===== src/rtl/nrd_pkg.sv =====
// nrd_pkg: shared state encoding and counter sizing for nrd_divider_param
package nrd_pkg;
  typedef enum logic [2:0] {IDLE, CHECK, ITER, CORRECT, DONE} state_t;
  localparam int N_MAX = 32;
  localparam int CNT_W = $clog2(N_MAX + 1);
endpackage


===== src/rtl/nrd_addsub_step.sv =====
// nrd_addsub_step: one non-restoring shift-and-add/subtract step on the (N+1)-bit partial remainder
module nrd_addsub_step #(parameter int N = 5) (
  input  logic [N:0]   a,
  input  logic         q_msb,
  input  logic [N-1:0] d,
  output logic [N:0]   a_next,
  output logic         q_bit
);
  logic [N:0] sh;
  always_comb begin
    sh = {a[N-1:0], q_msb};
    a_next = a[N] ? sh + {1'b0, d} : sh - {1'b0, d};
    q_bit = ~a_next[N];
  end
endmodule


===== src/rtl/nrd_divider_param.sv =====
// nrd_divider_param: 2N/N non-restoring sequential divider with start/busy/done handshake; NRD_SIGNED_EN adds signed_mode
module nrd_divider_param
  import nrd_pkg::*;
#(parameter int N = 5) (
  input  logic           clk,
  input  logic           rst,
  input  logic           start,
`ifdef NRD_SIGNED_EN
  input  logic           signed_mode,
`endif
  input  logic [2*N-1:0] Dividend,
  input  logic [N-1:0]   Divisor,
  output logic [N-1:0]   Q,
  output logic [N-1:0]   R,
  output logic           ready,
  output logic           busy,
  output logic           done,
  output logic           OV,
  output logic           DivByZero
);
  state_t state;
  logic [N:0] a, a_next;
  logic [N-1:0] qr, d, d_mag, r_mag, q_fin, r_fin;
  logic [2*N-1:0] dvd, dvd_mag;
  logic [CNT_W-1:0] cnt;
  logic q_bit, err, sm, sq, sr, sm_in, q_ovf;
`ifdef NRD_SIGNED_EN
  assign sm_in = signed_mode;
`else
  assign sm_in = 1'b0;
`endif
  nrd_addsub_step #(.N(N)) u_step (
    .a(a), .q_msb(qr[N-1]), .d(d), .a_next(a_next), .q_bit(q_bit)
  );
  always_comb begin
    dvd = {a[N-1:0], qr};
    dvd_mag = (sm && dvd[2*N-1]) ? -dvd : dvd;
    d_mag = (sm && d[N-1]) ? -d : d;
    r_mag = a[N] ? a[N-1:0] + d : a[N-1:0];
    q_fin = sq ? -qr : qr;
    r_fin = sr ? -r_mag : r_mag;
    q_ovf = sm && qr[N-1] && (!sq || (|qr[N-2:0]));
  end
  always_ff @(posedge clk) begin
    if (rst) begin
      state <= IDLE;
      Q <= '0;
      R <= '0;
      ready <= 1'b1;
      busy <= 1'b0;
      done <= 1'b0;
      OV <= 1'b0;
      DivByZero <= 1'b0;
      err <= 1'b0;
      sm <= 1'b0;
      sq <= 1'b0;
      sr <= 1'b0;
    end else begin
      case (state)
        IDLE: if (start) begin
          a <= {1'b0, Dividend[2*N-1:N]};
          qr <= Dividend[N-1:0];
          d <= Divisor;
          sm <= sm_in;
          sq <= sm_in & (Dividend[2*N-1] ^ Divisor[N-1]);
          sr <= sm_in & Dividend[2*N-1];
          Q <= '0;
          R <= '0;
          OV <= 1'b0;
          DivByZero <= 1'b0;
          ready <= 1'b0;
          busy <= 1'b1;
          state <= CHECK;
        end
        CHECK: begin
          a <= {1'b0, dvd_mag[2*N-1:N]};
          qr <= dvd_mag[N-1:0];
          d <= d_mag;
          cnt <= CNT_W'(N);
          err <= (d == '0) || (dvd_mag[2*N-1:N] >= d_mag);
          DivByZero <= (d == '0);
          OV <= (d != '0) && (dvd_mag[2*N-1:N] >= d_mag);
          state <= ((d == '0) || (dvd_mag[2*N-1:N] >= d_mag)) ? CORRECT : ITER;
        end
        ITER: begin
          a <= a_next;
          qr <= {qr[N-2:0], q_bit};
          cnt <= cnt - CNT_W'(1);
          state <= (cnt == CNT_W'(1)) ? CORRECT : ITER;
        end
        CORRECT: begin
          if (!err && q_ovf) OV <= 1'b1;
          if (!err && !q_ovf) begin
            Q <= q_fin;
            R <= r_fin;
          end
          done <= 1'b1;
          state <= DONE;
        end
        DONE: begin
          done <= 1'b0;
          busy <= 1'b0;
          ready <= 1'b1;
          state <= IDLE;
        end
        default: state <= IDLE;
      endcase
    end
  end
endmodule


===== config.mk =====
export PLATFORM = sky130hd
export DESIGN_NAME = nrd_divider_param
export DESIGN_NICKNAME = d
export VERILOG_FILES = /design/src/rtl/nrd_pkg.sv /design/src/rtl/nrd_addsub_step.sv /design/src/rtl/nrd_divider_param.sv
export SDC_FILE = /design/constraint.sdc
export NUM_CORES = 1
export LEC_CHECK = 0
export CAP_MARGIN = 20
export CORE_MARGIN = 1
export CORE_UTILIZATION = 40
export DETAILED_ROUTE_END_ITERATION = 7
export HOLD_SLACK_MARGIN = 0.03
export SETUP_SLACK_MARGIN = 0.05
export SYNTH_ARGS = -nofsm -noshare
export SYNTH_HDL_FRONTEND = slang
export SYNTH_SLANG_ARGS = --single-unit

===== constraint.sdc =====
create_clock -name clk -period 5.3 [get_ports clk]
set_clock_uncertainty 0.05 [all_clocks]
set_input_delay 0.795 -clock clk [delete_from_list [all_inputs] [get_ports clk]]
set_output_delay 0.795 -clock clk [all_outputs]
set_load 0.01 [all_outputs]

Word-level counts from Yosys, hierarchy flattened
Cells that the tools add are included.

Add/sub/neg operators: 4. Reductions and logical operators: 21. Divide/modulo/power cells: 0. Mux-type cells: 25. Magnitude comparators: 1. Equal/unequal tests: 7. Multipliers: 0. Shift-type cells: 0. Bitwise gates (word level): 4.

Operators with widths (count): 2-to-1 mux 5 bit (7); case mux 5 bit (2 select lines) (3); case mux 6 bit (3 select lines) (1); 2-to-1 mux 6 bit (2); case mux 3 bit (4 select lines) (1); case mux 6 bit (2 select lines) (1); case mux 1 bit (2 select lines) (5); nonzero test 2 bit (5); AND reduction 3 bit (3); AND reduction 4 bit (2); adder 6 x 5 -> 6 bit (1); equality test 3 x 2 -> 1 bit (second input constant) (2); equality test 6 x 1 -> 1 bit (second input constant) (1); AND reduction 2 bit (3); nonzero test 3 bit (2); subtractor 6 x 1 -> 6 bit (second input constant) (1); subtractor 6 x 5 -> 6 bit (1); adder 5 bit (1); greater-or-equal comparator 5 bit (1); logical NOT 5 bit (1); nonzero test 5 bit (1); 2-to-1 mux 1 bit (4); != test 2 bit (second input constant) (2); inverter 1 bit (4); other kinds (7) (7).

Flip-flop bits (word level): 41. Latch bits: 0. Memories kept: 0. Memory bits (writable): 0. Output and inout port bits: 15. Input bits: 18. Memory bits (read-only): 0.

Longest topological paths before layout
Word-level depth: 4. Depth in mapped cells: 10. Depth with buffers taken out: 10.

Cells and area by module
Synthesis repeated with hierarchy kept, for this count alone.

Cells, all modules: 232. Area total of the unflattened synthesis: 2374.8 sq um.

By module, submodules not included: nrd_divider_param (cells each 193, instances 1, area each 2063.2 sq um, sequential area each 1041.0 sq um); nrd_addsub_step (cells each 39, instances 1, area each 311.5 sq um, sequential area each 0.0 sq um).

Worst setup path before layout
No wires, ideal clock.

Path type: register to register. Start point: register d[1]. End point: register qr[0] (data pin). Arrival time: 2248 ps. Required time: 4990 ps. Slack: 2743 ps. Cell stages (with the launch flop): 11. Period minus slack after synthesis: 2557 ps. Cells stage by stage: edfxtp_1 inv_1 ha_1 and3_1 ha_1 mux2_2 ha_1 nand3_1 nand4b_1 xnor2_1 mux2_2.

Longest elaborated chain between the ends: 4. Elaborated cells on any way between the ends: 5. Those cells by class: 2 x add/sub; 2 x mux; 1 x bitwise.

RTL lines: start, declared (line nrd_divider_param.sv:23) `logic [N-1:0] qr, d, d_mag, r_mag, q_fin, r_fin;`; start signal, assigned (line nrd_divider_param.sv:63) `d <= Divisor;`; start signal, assigned (line nrd_divider_param.sv:78) `d <= d_mag;`; subtractor 6 x 5 -> 6 bit / adder 6 x 5 -> 6 bit (equally long branches) (line nrd_addsub_step.sv:12) `a_next = a[N] ? sh + {1'b0, d} : sh - {1'b0, d};`; 2-to-1 mux 6 bit * (line nrd_addsub_step.sv:12); inverter 1 bit * (line nrd_addsub_step.sv:13) `q_bit = ~a_next[N];`; case mux 5 bit (2 select lines) * (line nrd_divider_param.sv:59) `case (state)`; end signal, assigned (line nrd_divider_param.sv:62) `qr <= Dividend[N-1:0];`; end signal, assigned (line nrd_divider_param.sv:77) `qr <= dvd_mag[N-1:0];`; end signal, assigned (line nrd_divider_param.sv:87) `qr <= {qr[N-2:0], q_bit};`; end, declared (line nrd_divider_param.sv:23).

Every way passes the cells marked *; elsewhere a longest branch is shown, timed or not. A chain may end at the register's enable or synchronous reset.

Worst setup path in the final report
Same ends and word-level chain as after synthesis.

==> impl_metrics.py <==
metrics = {
    "floorplanning": {
        "design.die.area_um2": 5954,
        "rows": 27,
        "design.core.area_um2": 5473,
        "top_level_ports": 33,
        "floorplan.die.width_um": 77.16,
        "die-height_um": 77.16,
        "floorplan.initialDensity_pct": 41.29,
    },
    "placement": {
        "hpwlAfterDp_um": 3435,
        "portBuffers": 32,
        "routability_cong": 0.7664,
        "placedInstanceArea_um2": 2614,
        "placedCellCount": 318,
        "placement.setup.worst_slack_ns": 2.359,
    },
    "clocking": {
        "cts_root_buf": "clkbuf_8",
        "tritoncts.num_buffers": 5,
        "clk_path_buf_depth": 2,
        "cts_setup_buffers": 0,
        "tritoncts": "yes",
        "cts_sinks": 41,
        "cts_resized": 0,
        "clk_latency_ns": 0.29,
        "clkTransAtPathRegs_ns": 0.08,
        "cts_htree_levels": 2,
        "cts-hold-fix-buffers": 0,
    },
    "job": {
        "max_cap_violations": 0,
    },
    "worst_setup_path": {
        "critPathKind": "reg2reg",
        "crit_arrival_ns": 2.77,
        "worst-endpoint-required_ns": 5.30,
        "critPathMaxFanout": 5,
        "worst_setup_path_start_kind": "flop",
        "cp-end-kind": "flop",
    },
    "power": {
        "p_leak_nw": 1.067,
        "p_sw_mw": 0.2228,
        "power.share.sequential_pct": 50.8,
        "vdd_ir_drop_max_uv": 117.2,
        "report.power.total_mw": 0.7617,
        "internal_power_mw": 0.5389,
        "swShare_pct": 29.25,
        "fraction_of_power_consumed_by_combinational_cells_pct": 23.1,
        "power.density_nw_per_um2": 282.6,
        "share_clk_of_total_power_pct": 26.0,
    },
    "synth": {
        "syn-instance-count": 223,
        "synth_compound_gate_area_share_pct": 13.23,
        "postSynthRegisterBits": 41,
        "cell_variety_after_synth": 43,
        "synth_simple_gate_area_share_pct": 15.73,
        "ys.flop_type": "edfxtp_1",
        "post_synth_mux_area_share_pct": 2.492,
        "synth_fa_ha_area_share_pct": 11.74,
        "mapped_cell_area_um2": 2260,
        "synth-async-reset-ratio_pct": 0,
        "post_synth_xor_area_fraction_pct": 5.426,
        "ys_seq_area_share_pct": 46.07,
        "synthesis.nets": 261,
        "synth-edff-count": 22,
        "syn_avg_cell_area_um2": 10.13,
        "largest_family_of_logic_cells_by_synthesized_area": "simple AND/OR/NAND/NOR gates",
        "yosys_warnings": 0,
    },
    "layout": {
        "layout.core_utilization_pct": 49.25,
        "stdcell_area_um2": 2695,
        "nNetsFinal": 291,
        "area_growth_pct": 19.27,
        "layout_common_cells": "32 x clkdlybuf4s50_1, 27 x nor2_1, 22 x nand2_1, 22 x edfxtp_1, 19 x dfxtp_1",
        "layout_commonest_cell": "clkdlybuf4s50_1",
        "final_layout_size_suffix_gt1_share_pct": 6.693,
        "antenna_cells_inserted": 0,
        "final-instance-count-excl-fill": 326,
    },
    "timing": {
        "final_period_minus_worst_setup_slack_ns": 2.767,
        "rsz0062_at_grt": "no",
        "final_hold_vios": 0,
        "totalNegativeSetupSlack_ns": 0,
        "layout_setup_ws_ns": 2.533,
        "hold_slack_ns": 0.4242,
        "setup_viol_count_final": 0,
        "timing.final.max_slew_violations": 0,
        "achievable_clock_frequency_ghz": 0.3614,
        "worst_slew_margin_rel_pct": 34.21,
        "post-route-period-util_pct": 52.21,
        "worst_pin_slew_ns": 0.9794,
    },
    "global_routing": {
        "grt_use_total_pct": 16.71,
        "gr-total-overflow": 0,
        "antenna_violations_before_repair": 0,
        "wire_length_of_the_first_global_routing_pass_um": 7617,
        "number_of_global_route_vias_before_repair": 1597,
        "largest_net_degree_at_the_start_of_global_routing": 20,
    },
    "worst_hold_path": {
        "worst_hold_path_type": "reg2reg",
    },
    "detailed_routing": {
        "postRouteAntennaNets": 0,
        "detail_route.iter0.violations": 116,
        "vias": 1667,
        "detail_route.first_pass.iterations": 4,
        "avgRoutedWirePerCell_um": 14.07,
        "routed_wl_um": 4588,
        "drcViolationCount": 0,
        "vias_per_cell": 5.113,
    },
    "outcome": {
        "status": "completed",
    },
}
[worst paths after layout]
path                           from                 to  slack [ns]  depth (start not counted)
hold / removal    busy$_SDFFE_PP0P_  busy$_SDFFE_PP0P_        0.42                          2
hold reg to reg   busy$_SDFFE_PP0P_  busy$_SDFFE_PP0P_        0.42                          2
setup / recovery     d[1]$_DFFE_PP_    qr[0]$_DFFE_PP_        2.53                         10
setup reg to reg     d[1]$_DFFE_PP_    qr[0]$_DFFE_PP_        2.53                         10
[final cells by class]
| class | count | area (um^2) |
|---|---|---|
| repair buffers | 33 | 327.8 |
| well taps | 72 | 90.09 |
| multi-input cells | 157 | 1099 |
| clock buffers | 7 | 76.32 |
| fillers | 546 | 2778 |
| flip-flops and latches | 41 | 1041 |
| inverters | 15 | 56.30 |
| clock inverters | 1 | 5.005 |
[cell families (layout without fill, tap and decap cells)]
family	count (synthesis)	in the layout
fa+ha+maj	20	20
simple gates	74	74
xor+xnor	14	14
flops	41	41
mux	5	5
compound gates	44	44
buf+inv	25	56
[cell usage after synthesis, types with 2 or more instances]
library cell	n	area [um^2]
a21o_1	5	37.54
a21oi_1	10	50.05
a22o_1	2	17.52
a22oi_1	8	60.06
a32oi_1	2	17.52
and3_1	2	12.51
buf_2	3	15.01
buf_6	3	33.78
clkbuf_1	4	15.01
dfxtp_1	19	380.4
edfxtp_1	22	660.6
fa_1	2	40.04
ha_1	18	225.2
inv_1	15	56.30
mux2_2	5	56.30
nand2_1	22	82.58
nand3_1	3	15.01
nand3b_1	2	15.01
nand4_1	2	12.51
nor2_1	27	101.4
nor3_1	6	30.03
o211ai_1	2	15.01
o21ai_0	5	25.02
o21ai_1	2	10.01
o21bai_1	2	15.01
xnor2_1	7	61.31
xor2_1	7	61.31
[flip-flops by register name (all words and copies together) (netlist names), 3 cells and up]
signal	count
Q	5
state	3
d	5
R	5
a	6
cnt	6
qr	5
[power by group through the flow]
stage	clock network, mW	registers (mW)	logic [mW]
floorplan	0	0.385	0.136
global placement	0	0.395	0.175
detailed placement	0	0.395	0.178
CTS	0.207	0.388	0.178
global route	0.216	0.391	0.199
finish	0.198	0.387	0.176
[critical path: stages (launching register included)]
cell and delay [ns]:
edfxtp_1 0.47, inv_1 0.10, ha_1 0.20, and3_1 0.18
ha_1 0.26, mux2_2 0.27, ha_1 0.33, nand4_1 0.12
nand4b_1 0.11, xnor2_1 0.17, mux2_2 0.27
[layer usage]
metal,global-route usage [%],wire length [um]
met5,0,0
met4,6.792,64
met3,4.405,210
met2,24.87,2054
met1,22.85,2259
(Power assumes the default switching activity.)
